## src/rtl/id_ex_stage.sv

```systemverilog
// ID/EX pipeline register with load-use hazard detection for the 5-stage MIPS core.
// Captures the decode control word, operands, register addresses and immediate,
// and inserts a bubble on a load-use hazard or a branch/jump flush.
// Optional build macro ID_EX_STALL_CNT_EN adds saturating hazard/flush event counters.
module id_ex_stage #(
  parameter int unsigned DATA_W = 32,
  parameter int unsigned REG_AW = 5
) (
  input  logic              clk_i,
  input  logic              rst_i,
  input  logic [8:0]        ctrl_i,
  input  logic              valid_i,
  input  logic              flush_i,
  input  logic              hold_i,
  input  logic [REG_AW-1:0] rs_addr_i,
  input  logic [REG_AW-1:0] rt_addr_i,
  input  logic [REG_AW-1:0] rd_addr_i,
  input  logic [DATA_W-1:0] rs_data_i,
  input  logic [DATA_W-1:0] rt_data_i,
  input  logic [DATA_W-1:0] imm_i,
  output logic [1:0]        wb_o,
  output logic [1:0]        m_o,
  output logic [3:0]        ex_o,
  output logic [DATA_W-1:0] rs_data_o,
  output logic [DATA_W-1:0] rt_data_o,
  output logic [DATA_W-1:0] imm_o,
  output logic [REG_AW-1:0] rs_addr_o,
  output logic [REG_AW-1:0] rt_addr_o,
  output logic [REG_AW-1:0] rd_addr_o,
  output logic              valid_o,
  output logic              hazard_stall_o
`ifdef ID_EX_STALL_CNT_EN
  ,
  output logic [31:0]       hazard_cnt_o,
  output logic [31:0]       flush_cnt_o
`endif
);

  logic [1:0]        wb_d;
  logic [1:0]        m_d;
  logic [3:0]        ex_d;
  logic [DATA_W-1:0] rs_data_d;
  logic [DATA_W-1:0] rt_data_d;
  logic [DATA_W-1:0] imm_d;
  logic [REG_AW-1:0] rs_addr_d;
  logic [REG_AW-1:0] rt_addr_d;
  logic [REG_AW-1:0] rd_addr_d;
  logic              valid_d;
  logic              bubble;

  // Load-use: the load in EX writes a register the instruction in ID reads.
  // Register zero is never a real dependency.
  always_comb begin
    hazard_stall_o = valid_i & valid_o & m_o[1] & (rt_addr_o != '0) &
                     ((rt_addr_o == rs_addr_i) | (rt_addr_o == rt_addr_i));
  end

  assign bubble = flush_i | hazard_stall_o;

  // Next-state: bubble zeroes everything, otherwise capture ID; control is
  // masked by valid_i so unknown bits on an empty slot never propagate.
  always_comb begin
    wb_d      = '0;
    m_d       = '0;
    ex_d      = '0;
    rs_data_d = '0;
    rt_data_d = '0;
    imm_d     = '0;
    rs_addr_d = '0;
    rt_addr_d = '0;
    rd_addr_d = '0;
    valid_d   = 1'b0;
    if (!bubble) begin
      valid_d   = valid_i;
      rs_data_d = rs_data_i;
      rt_data_d = rt_data_i;
      imm_d     = imm_i;
      rs_addr_d = rs_addr_i;
      rt_addr_d = rt_addr_i;
      rd_addr_d = rd_addr_i;
      if (valid_i) begin
        wb_d = ctrl_i[8:7];
        m_d  = ctrl_i[5:4];
        ex_d = ctrl_i[3:0];
      end
    end
  end

  // Pipeline register; hold_i freezes the whole stage.
  always_ff @(posedge clk_i or posedge rst_i) begin
    if (rst_i) begin
      wb_o      <= '0;
      m_o       <= '0;
      ex_o      <= '0;
      rs_data_o <= '0;
      rt_data_o <= '0;
      imm_o     <= '0;
      rs_addr_o <= '0;
      rt_addr_o <= '0;
      rd_addr_o <= '0;
      valid_o   <= 1'b0;
    end else if (!hold_i) begin
      wb_o      <= wb_d;
      m_o       <= m_d;
      ex_o      <= ex_d;
      rs_data_o <= rs_data_d;
      rt_data_o <= rt_data_d;
      imm_o     <= imm_d;
      rs_addr_o <= rs_addr_d;
      rt_addr_o <= rt_addr_d;
      rd_addr_o <= rd_addr_d;
      valid_o   <= valid_d;
    end
  end

`ifdef ID_EX_STALL_CNT_EN
  // Saturating event counters; a coincident flush and hazard bump both.
  always_ff @(posedge clk_i or posedge rst_i) begin
    if (rst_i) begin
      hazard_cnt_o <= '0;
      flush_cnt_o  <= '0;
    end else if (!hold_i) begin
      if (hazard_stall_o && (hazard_cnt_o != '1)) begin
        hazard_cnt_o <= hazard_cnt_o + 32'd1;
      end
      if (flush_i && (flush_cnt_o != '1)) begin
        flush_cnt_o <= flush_cnt_o + 32'd1;
      end
    end
  end
`endif

endmodule

```

## config.mk

```make
export PLATFORM = sky130hd
export DESIGN_NAME = id_ex_stage
export DESIGN_NICKNAME = d
export VERILOG_FILES = /design/src/rtl/id_ex_stage.sv
export SDC_FILE = /design/constraint.sdc
export NUM_CORES = 1
export LEC_CHECK = 0
export CORE_ASPECT_RATIO = 1.5
export CORE_MARGIN = 4
export CORE_UTILIZATION = 38
export DETAILED_ROUTE_END_ITERATION = 16
export GPL_TIMING_DRIVEN = 0
export HOLD_SLACK_MARGIN = 0.06
export PLACE_DENSITY = 0.78
export SETUP_SLACK_MARGIN = 0.4
export SYNTH_ARGS = -nofsm -noshare
export SYNTH_HDL_FRONTEND = slang
export SYNTH_SLANG_ARGS = --single-unit
```

## constraint.sdc

```tcl
create_clock -name clk_i -period 9.8 [get_ports clk_i]
set_input_delay 1.47 -clock clk_i [delete_from_list [all_inputs] [get_ports clk_i]]
set_output_delay 1.47 -clock clk_i [all_outputs]
set_load 0.03 [all_outputs]
```

==> impl_metrics.csv <==
group,metric,value,unit
run_status,status,"finished, final reports clean",
cells_and_area,areaGrowthSynthToFinish,59.6,%
synth,yosysTopAreaCell,"dfrtp_1",
placement,place_hpwl,14.1,mm
min_path,hold_path.class,"reg -> reg",
clocking,clock_tree.buffer_depth,2,
pwr,power.density,193,nW/µm²
critical_path,crit_chain,"clkdlybuf4s50_1, xnor2_1, nand3_1, o22ai_1, clkbuf_1, nor2b_1, clkdlybuf4s50_1",
critical_path,slowest_delay,0.68,ns
routing,route.vias.total,5772,
timing,hold_viol,0,
clocking,insertion_delay,0.40,ns
critical_path,cp-end-kind,"output port",
clocking,htree_levels,4,
synth,syn-mean-instance-area,9.76,µm²
clocking,clock-root-buffer,"clkbuf_16",
global_routing,grt_pass1_vias,5810,
placement,dpl.cell_count,1005,
routing,antenna_left,0,
routing,firstDrtPassIters,5,
synth,yosysUniqueCellTypes,20,
global_routing,grt_pass1_wl,31.2,mm
global_routing,grt_usage,0.233,
routing,viasPerCell,5.58,
clocking,cts.hold.buffers_added,0,
routing,drt_iter0_drc,350,
clocking,cts_setup_buffers,0,
global_routing,grt_antenna_before_repair,0,
die,die-area,16700,µm²
timing,slew_violations,0,
die,num_rows,53,
timing,fmax,182,MHz
timing,tightest_slew,0.693,ns
critical_path,critical_path_class,"in -> out",
synth,ys_seq_area_frac,0.541,
timing,setup_viol,0,
cells_and_area,drive_gt1_frac,0.0534,
die,io_pins,246,
pwr,power,0.00172,W
routing,drt-total-wl,19.7,mm
cells_and_area,fin_cells,1035,
timing,period_needed,5.49,ns
clocking,cts_tree,"done",
timing,fin_tns_setup,0,ns
synth,synth_nets,694,
placement,gp_congestion,0.812,
global_routing,grt_overflow,0,
cells_and_area,n_antenna_cell,0,
global_routing,grt_max_degree,72,
critical_path,crit_path_start_kind,"input pin",
die,start_util,0.391,
synth,yosysWarnings,0,
die,core-area,14200,µm²
routing,post_drt_wl_per_cell,19.1,µm
die,die_w,107,µm
critical_path,critPathBufInv,3,
critical_path,cp_top_family,"buffers and inverters",
pwr,peakVddDrop,0.119,mV
flow_run,drv_cap,0,
die,dieHeight,156,µm
timing,fin_skew,0.00986,ns
synth,syn-instance-count,569,
clocking,numCtsBuffers,17,
clocking,ctsResizeCount,0,
critical_path,worst_path_max_delay_cell,"clkdlybuf4s50_1",
routing,drc,0,
critical_path,crit_required,8.33,ns
synth,ys_ff_latch,120,
critical_path,path_common_cell,"clkdlybuf4s50_1",
critical_path,cp.arrival,4.02,ns
clocking,clkSinkCount,120,
pwr,total_leakage_power,3.35,nW
timing,relSlewSlack,0.538,
placement,io_buffers,243,
cells_and_area,fillCellCount,1210,
timing,rsz0062_at_grt,"false",
synth,synth_top_area_frac,0.541,
timing,fin_crit_sh,0.560,
clocking,clk_pin_slew_worst_paths,0.05,ns
critical_path,cp_max_fo,10,
cells_and_area,num-nets-final,957,
synth,netlist_area,5560,µm²
synth,synthTopCellsByArea,"dfrtp_1, a32oi_1, o21ai_0",
final timing paths:
path                               from             end  slack [ns]  cells past startpoint
setup / recovery           rs_addr_i[4]  hazard_stall_o        4.31                      7
hold / removal             rd_addr_o[0]    rd_addr_o[0]        0.48                      2
setup reg to reg           rt_addr_o[0]    rs_addr_o[4]        7.40                      6
hold reg to reg            rd_addr_o[0]    rd_addr_o[0]        0.48                      2
max in group asynchronous         rst_i       imm_o[12]        7.58                      3
min in group asynchronous         rst_i   rt_data_o[19]        1.49                      2
area by class of cell:
cell class | instances | area (µm²) | share of cell area
Sequential cell | 120 | 3000 | 0.339
Timing Repair Buffer | 244 | 2460 | 0.277
Multi-Input combinational cell | 382 | 2260 | 0.255
Clock buffer | 22 | 484 | 0.0546
Buffer | 66 | 289 | 0.0326
Tap cell | 192 | 240 | 0.0271
Clock inverter | 8 | 120 | 0.0135
Inverter | 1 | 8.76 | 0.000988
sequential cells by signal, summed over array words and instances, names as in the netlist, 4 cells and up:
register	flops
ex_o	4
imm_o	32
rd_addr_o	5
rs_addr_o	5
rs_data_o	32
rt_addr_o	5
rt_data_o	32
metrics by stage:
stage / hold slack [ns] / cell area, µm² / worst slack (ns) / utilization
floorplan: 0.661 / 5560 / 5.14 / -
finish: 0.480 / 8860 / 4.31 / 0.625
global placement: 0.469 / 8230 / 3.20 / 0.580
CTS: 0.489 / 8860 / 4.33 / 0.625
detailed placement: 0.477 / 8260 / 4.33 / 0.582
global route: 0.500 / 8860 / 4.16 / 0.625
tightest hold or removal path, stage by stage (launching register included):
cell     delay (ns)
dfrtp_1        0.34
a32oi_1        0.05
o21ai_0        0.06
kinds of logic (layout without fill, tap and decap cells):
| family | count (synthesis) | after routing | share of synthesized area |
|---|---|---|---|
| and+or+nand+nor | 130 | 130 | 0.0899 |
| xor gates and xnor gates | 10 | 10 | 0.0158 |
| DFF | 120 | 120 | 0.541 |
| AOI/OAI and AO/OA | 241 | 241 | 0.299 |
| buffers and inverters | 67 | 341 | 0.0527 |
| muxes | 1 | 1 | 0.00180 |
synthesized netlist by cell type, drive strengths merged:
| master | instances |
|---|---|
| buf | 14 |
| a21oi | 1 |
| nor2 | 3 |
| clkbuf | 52 |
| inv | 1 |
| nand2 | 122 |
| mux2i | 1 |
| a22oi | 1 |
| a32oi | 118 |
| o22ai | 1 |
| o2111ai | 1 |
| or4 | 1 |
| and2 | 1 |
| xnor2 | 10 |
| nor2b | 1 |
| o21ai | 119 |
| nand3 | 2 |
| dfrtp | 120 |
report_power, final:
| part | switching (W) | internal, W | leakage [nW] |
|---|---|---|---|
| Sequential | 0.0000408 | 0.000559 | 1.49 |
| Combinational | 0.000269 | 0.000199 | 1.57 |
| Clock | 0.000224 | 0.000424 | 0.294 |
| Total | 0.000533 | 0.00118 | 3.35 |
cell usage in the layout, fill, tap and decap left out:
master and instances:
a21oi_1 1, a22oi_1 1, a32oi_1 118, and2_1 1, buf_1 1, buf_16 1, buf_2 3, buf_4 10
bufinv_16 3, clkbuf_1 53, clkbuf_16 17, clkbuf_8 4, clkdlybuf4s50_1 243, clkinv_2 3, clkinvlp_4 2, dfrtp_1 120
inv_6 1, mux2i_1 1, nand2_1 122, nand3_1 2, nor2_1 3, nor2b_1 1, o2111ai_2 1, o21ai_0 119
o22ai_1 1, or4_1 1, xnor2_1 10
per-layer routing:
metal  global-route usage  wire length (µm)  up-vias
met2                0.412             10300      245
met3               0.0621              1480       33
li1                     -                 -     2678
met5                    0                 0        -
met1                0.271              7470     2816
met4               0.0804               519        0
Power figures use the tool's default switching activity.
